===== src/rtl/csa_pkg.sv =====
// Shared carry-save parameters and the redundant {c, s} pair type, used by the
// compressor tree and the carry-propagate resolver.
package csa_pkg;

    localparam int CSA_WIDTH  = 92;
    localparam int CSA_LIMB   = 23;
    localparam int CSA_STAGES = CSA_WIDTH / CSA_LIMB;

    typedef struct packed {
        logic [CSA_WIDTH-1:0] c;
        logic [CSA_WIDTH-1:0] s;
    } csa_pair_t;

endpackage


===== src/rtl/cpa_limb.sv =====
// One LIMB-bit carry-propagate adder slice with carry in/out.
module cpa_limb #(
    parameter int LIMB = 23
) (
    input  logic [LIMB-1:0] a,
    input  logic [LIMB-1:0] b,
    input  logic            cin,
    output logic [LIMB-1:0] sum,
    output logic            cout
);

    assign {cout, sum} = {1'b0, a} + {1'b0, b} + {{LIMB{1'b0}}, cin};

endmodule


===== src/rtl/csa_resolve_92.sv =====
// Pipelined carry-save to binary resolver, one limb per stage, valid/ready with
// a global stall. Optional bit-WIDTH carry and sticky overflow: CSA_RESOLVE_OVF_EN.
module csa_resolve_92
    import csa_pkg::*;
#(
    parameter int WIDTH = CSA_WIDTH,
    parameter int LIMB  = CSA_LIMB
) (
    input  logic             clk,
    input  logic             rst,
    input  logic             in_valid,
    output logic             in_ready,
    input  logic [WIDTH-1:0] in_c,
    input  logic [WIDTH-1:0] in_s,
    output logic             out_valid,
    input  logic             out_ready,
    output logic [WIDTH-1:0] out_sum,
    output logic             out_carry,
    output logic             ovf_sticky
);

    localparam int STAGES = WIDTH / LIMB;
    localparam logic [WIDTH-1:0] LMASK = {{(WIDTH-LIMB){1'b0}}, {LIMB{1'b1}}};

    if (WIDTH % LIMB != 0) begin : g_bad_width
        $error("csa_resolve_92: WIDTH must be a multiple of LIMB");
    end

    // Index 0 is the input capture register; index k holds the result of adder k-1.
    logic                         adv;
    logic [STAGES:0]              vld_pipe;
    logic [STAGES:0][WIDTH-1:0]   s_q;
    logic [STAGES-1:0][WIDTH-1:0] c_q;
    logic [STAGES-1:0][WIDTH-1:0] s_nx;
    logic [STAGES-1:0][LIMB-1:0]  lsum;
    logic [STAGES-1:0]            lcout;
    logic [STAGES-1:0]            cin;
    logic [STAGES-2:0]            cy_q;

    assign adv       = !out_valid || out_ready;
    assign in_ready  = adv;
    assign out_valid = vld_pipe[STAGES];
    assign out_sum   = s_q[STAGES];
    assign cin       = {cy_q, 1'b0};

    for (genvar j = 0; j < STAGES; j++) begin : g_stage
        cpa_limb #(.LIMB(LIMB)) u_limb (
            .a    (c_q[j][j*LIMB +: LIMB]),
            .b    (s_q[j][j*LIMB +: LIMB]),
            .cin  (cin[j]),
            .sum  (lsum[j]),
            .cout (lcout[j])
        );
        // Resolved limb replaces the sum limb in place; other limbs ride along.
        assign s_nx[j] = (s_q[j] & ~(LMASK << (j*LIMB))) | (WIDTH'(lsum[j]) << (j*LIMB));
    end

    always_ff @(posedge clk) begin
        if (rst) begin
            vld_pipe <= '0;
            s_q      <= '0;
            c_q      <= '0;
            cy_q     <= '0;
        end else if (adv) begin
            vld_pipe <= {vld_pipe[STAGES-1:0], in_valid};
            c_q[0]   <= in_c;
            s_q[0]   <= in_s;
            for (int j = 0; j < STAGES; j++) begin
                s_q[j+1] <= s_nx[j];
            end
            for (int j = 0; j < STAGES-1; j++) begin
                c_q[j+1] <= c_q[j];
                cy_q[j]  <= lcout[j];
            end
        end
    end

`ifdef CSA_RESOLVE_OVF_EN
    logic carry_q;
    logic sticky_q;
    logic unused_bits;

    always_ff @(posedge clk) begin
        if (rst) begin
            carry_q  <= 1'b0;
            sticky_q <= 1'b0;
        end else begin
            if (adv) carry_q <= lcout[STAGES-1];
            if (out_valid && out_ready && carry_q) sticky_q <= 1'b1;
        end
    end

    assign out_carry   = carry_q;
    assign ovf_sticky  = sticky_q;
    assign unused_bits = ^c_q[STAGES-1];
`else
    // Top carry is dropped; only the top limb of the last carry vector is consumed.
    logic unused_bits;
    assign out_carry   = 1'b0;
    assign ovf_sticky  = 1'b0;
    assign unused_bits = ^{c_q[STAGES-1], lcout[STAGES-1]};
`endif

endmodule


===== config.mk =====
export PLATFORM = sky130hd
export DESIGN_NAME = csa_resolve_92
export DESIGN_NICKNAME = d
export VERILOG_FILES = /design/src/rtl/csa_pkg.sv /design/src/rtl/cpa_limb.sv /design/src/rtl/csa_resolve_92.sv
export SDC_FILE = /design/constraint.sdc
export NUM_CORES = 2
export LEC_CHECK = 0
export ABC_AREA = 1
export BUFFER_PORTS_ARGS = -buffer_cell sky130_fd_sc_hd__buf_2
export CORE_ASPECT_RATIO = 0.7
export CORE_UTILIZATION = 40
export CTS_BUF_LIST = sky130_fd_sc_hd__clkbuf_4 sky130_fd_sc_hd__clkbuf_8
export CTS_CLUSTER_SIZE = 20
export DETAILED_ROUTE_END_ITERATION = 7
export GPL_ROUTABILITY_DRIVEN = 0
export GPL_TIMING_DRIVEN = 0
export HOLD_SLACK_MARGIN = 0.12
export PLACE_DENSITY_LB_ADDON = 0.25
export SLEW_MARGIN = 20
export SYNTH_ARGS = -nofsm -noshare
export SYNTH_HDL_FRONTEND = slang
export SYNTH_SLANG_ARGS = --single-unit

===== constraint.sdc =====
create_clock -name clk -period 2.3 [get_ports clk]
set_input_delay 0 -clock clk [delete_from_list [all_inputs] [get_ports clk]]
set_output_delay 0 -clock clk [all_outputs]
set_load 0.01 [all_outputs]

==> run_results.csv <==
group,metric,value,unit
critical_path,cp_common_cell,"nand2_1",
critical_path,startpoint_type,"register",
global_routing,antenna_found_initial,11,
cells_and_area,ff_latch_area,14000,um2
pwr,ir_worst_vdd,420,uV
hold_path,hp-class,"input pin to register",
floorplan,ios,284,
pwr,powerDensity,698,nW/um2
synthesis,syn_area_per_cell,6.96,um2
sta,slew_violations,0,
critical_path,endpoint,"s_q[342]",
cells_and_area,post-route-cell-area,39200,um2
synthesis,ys_async_sr_fraction,0,%
place,portBuffers,281,
critical_path,cp_max_fo,3,
critical_path,cp.arrival,2.81,ns
critical_path,critPathTopFamily,"simple AND/OR/NAND/NOR gates",
synthesis,synth-compound-area-share,13.5,%
synthesis,synth_largest_area_cell,"dfxtp_1",
critical_path,reg2reg_depth,11,
route,drcViolationCount,0,
synthesis,synth.most_common_cell,"nor2_1",
clock_tree,cts-buffers-inserted,109,
sta,setup_viol,0,
floorplan,start_util,40.6,%
route,vias_per_cell,4.85,
cells_and_area,drive_above_1_share,13.0,%
cells_and_area,nets,5426,
critical_path,reg2reg_from,"s_q[230]",
clock_tree,cts_root_buf,"clkbuf_8",
synthesis,ys_ff_latch,698,
route,ant_nets,0,
synthesis,synth_edf_count,0,
critical_path,path_class,"register to register",
place,place_area,33300,um2
clock_tree,clock_sinks,698,
cells_and_area,fin_util,52.0,%
critical_path,critPathLaunch,"s_q[230]",
critical_path,path_buf_inv,1,
global_routing,grt_pass1_vias,27800,
synthesis,ys_top_cells_by_area,"dfxtp_1, nor2_1, o21ai_0, nand2_1, inv_1",
sta,fmaxAchievable,0.454,GHz
critical_path,endpoint_kind,"register",
clock_tree,cts.htree.levels,3,
synthesis,synth_commonest_cells,"nor2_1, dfxtp_1, o21ai_0",
synthesis,synth_top_family_by_area,"simple AND/OR/NAND/NOR gates",
sta,maxSlewHeadroom,31.2,%
floorplan,die_h,234,um
sta,rsz0062_at_grt,"false",
floorplan,die_w,333,um
cells_and_area,n_fill_cell,7635,
sta,tightest_slew,1.03,ns
cells_and_area,area_growth,28.0,%
sta,fin_crit_sh,95.8,%
floorplan,core,75500,um2
critical_path,cp.depth,11,
cells_and_area,multi_input_area,14100,um2
route,wl_per_cell,16.6,um
route,drt-total-wl,104,mm
cells_and_area,stdcell_count,6221,
synthesis,synthesis.area,30700,um2
synthesis,synthSimpleGateAreaFrac,27.4,%
global_routing,grtUsageTotal,26.2,%
route,vias,30200,
clock_tree,clockBufferDepth,3,
synthesis,synthCells,4402,
pwr,power,27400,uW
synthesis,synth_top_flop_cell,"dfxtp_1",
global_routing,grt_pass1_wl,157,mm
clock_tree,cts_tree,"yes",
synthesis,synth_top_area_share,45.6,%
floorplan,row_count,84,
sta,hold_viol_final,0,
sta,fin_crit,2.20,ns
floorplan,design.die.area,77800,um2
critical_path,crit_required,2.91,ns
critical_path,slowest_stage,"fa_2",
route,firstDrtPassIters,6,
global_routing,grt_max_degree,15,
place,dp_hpwl,75.1,mm
sta,worst_clock_skew,0.0385,ns
synthesis,synthXorXnorAreaFrac,0.943,%
synthesis,seq_area_frac_synth,45.6,%
synthesis,ys_warn_count,0,
sta,tns,0,ns
status,outcome,"completed",
critical_path,r2r_slack,0.1,ns
synthesis,synthMuxAreaShare,0,%
critical_path,reg2reg_to,"s_q[342]",
global_routing,grt_overflow_total,0,
synthesis,synth_fa_ha_area_share,4.05,%
place,placed_cells,5673,
job,maxCapViolCount,0,
route,drt_iter0_drc,2627,
clock_tree,cts.clk_slew.worst_paths,0.06,ns
critical_path,max_stage_delay,0.41,ns
critical_path,crit_chain,"fa_2, fa_2, nand2_1, nand2_1, and2_1, nand3_1, nand3_1, nand2_1, nand3_2, nand2_1, inv_1",
clock_tree,insertion_delay,0.73,ns
hold_path,worstHoldPathCells,4,
synthesis,synth_cell_types,36,
pwr,leakage,0.0211,uW
==> cells in the final DEF, fill, tap and decap left out, drive strengths merged <==
cell type / n
inv: 408
buf: 425
clkinvlp: 3
nor4: 2
clkinv: 18
nand3: 131
fa: 7
and2: 2
a211oi: 1
a21o: 3
o211ai: 2
ha: 88
nand4: 18
xnor2: 7
nand3b: 3
nor2: 1353
xor2: 26
dfxtp: 698
nand2: 614
diode: 4
conb: 2
nor3: 12
dlygate4sd3: 346
a21oi: 57
bufinv: 6
o21bai: 37
or2: 5
o21ai: 696
clkbuf: 258
==> where the power goes <==
part	leakage [uW]	total, uW	switching, uW	internal, uW
clock	0.00128	11500	5040	6430
sequential	0.00573	13200	394	12800
combinational	0.0141	2740	1570	1170
total	0.0211	27400	7010	20400
==> stage by stage <==
| step | setup slack [ns] | hold WS [ns] |
|---|---|---|
| after global placement | -0.142 | 0.254 |
| after CTS | 0.0112 | 0.125 |
| after global routing | 0.00552 | 0.171 |
| final | 0.0970 | 0.179 |
| after detailed placement | -0.151 | 0.254 |
| after floorplan | 0.318 | 0.0691 |
==> what timing repair did <==
action | in CTS | in global routing
pin swaps | 0 | 2
endpoints found under the setup margin | 7 | 16
endpoints found under the hold margin | 224 | 0
cloned | 0 | 0
hold buffers | 346 | 0
resized for setup | 6 | 7
setup buffers | 0 | 2
==> kinds of logic after synthesis <==
logic type,Yosys count
simple gates,2140
compound gates,796
flops,698
buf+inv,639
fa+ha+maj,95
xor+xnor,33
other cells,1
==> routing by layer <==
layer	routed length (um)	vias to the layer above	global-route usage, %	share of wire (%)
met1	49600	13400	37.6	48
met2	40400	1117	37.7	39
met4	4220	8	10.3	4.1
met5	54	-	0	0.052
met3	9210	292	5.95	8.9
li1	-	15300	-	-
==> sequential cells by signal, indices dropped and copies added (netlist names) <==
name and flops:
c_q 230, vld_pipe 5, s_q 368, cy_q 3, out_sum 92
==> how the worst min path moves through the flow <==
stage / start / end / slack (ns)
after floorplan: rst / vld_pipe[4] / 0.07
after global placement: in_c[86] / c_q[86] / 0.25
after detailed placement: in_c[60] / c_q[60] / 0.25
after CTS: in_s[25] / s_q[25] / 0.13
after global routing: in_c[30] / c_q[30] / 0.17
final: in_s[25] / s_q[25] / 0.18
==> tightest hold or removal path, stage by stage <==
cell and delay, ns:
dlygate4sd3_1 0.53, buf_2 0.17, o21ai_0 0.10, nor2_1 0.08
==> area by class of cell <==
class / count / area share (%)
Sequential cell: 698 / 35.6
Inverter: 406 / 3.88
Antenna cell: 4 / 0.0255
Clock buffer: 167 / 5.30
Tap cell: 989 / 3.15
Timing Repair Buffer: 629 / 12.5
Clock inverter: 29 / 0.810
Buffer: 233 / 2.73
Multi-Input combinational cell: 3066 / 36.0
Note: power is estimated with default switching activity, not from simulation.
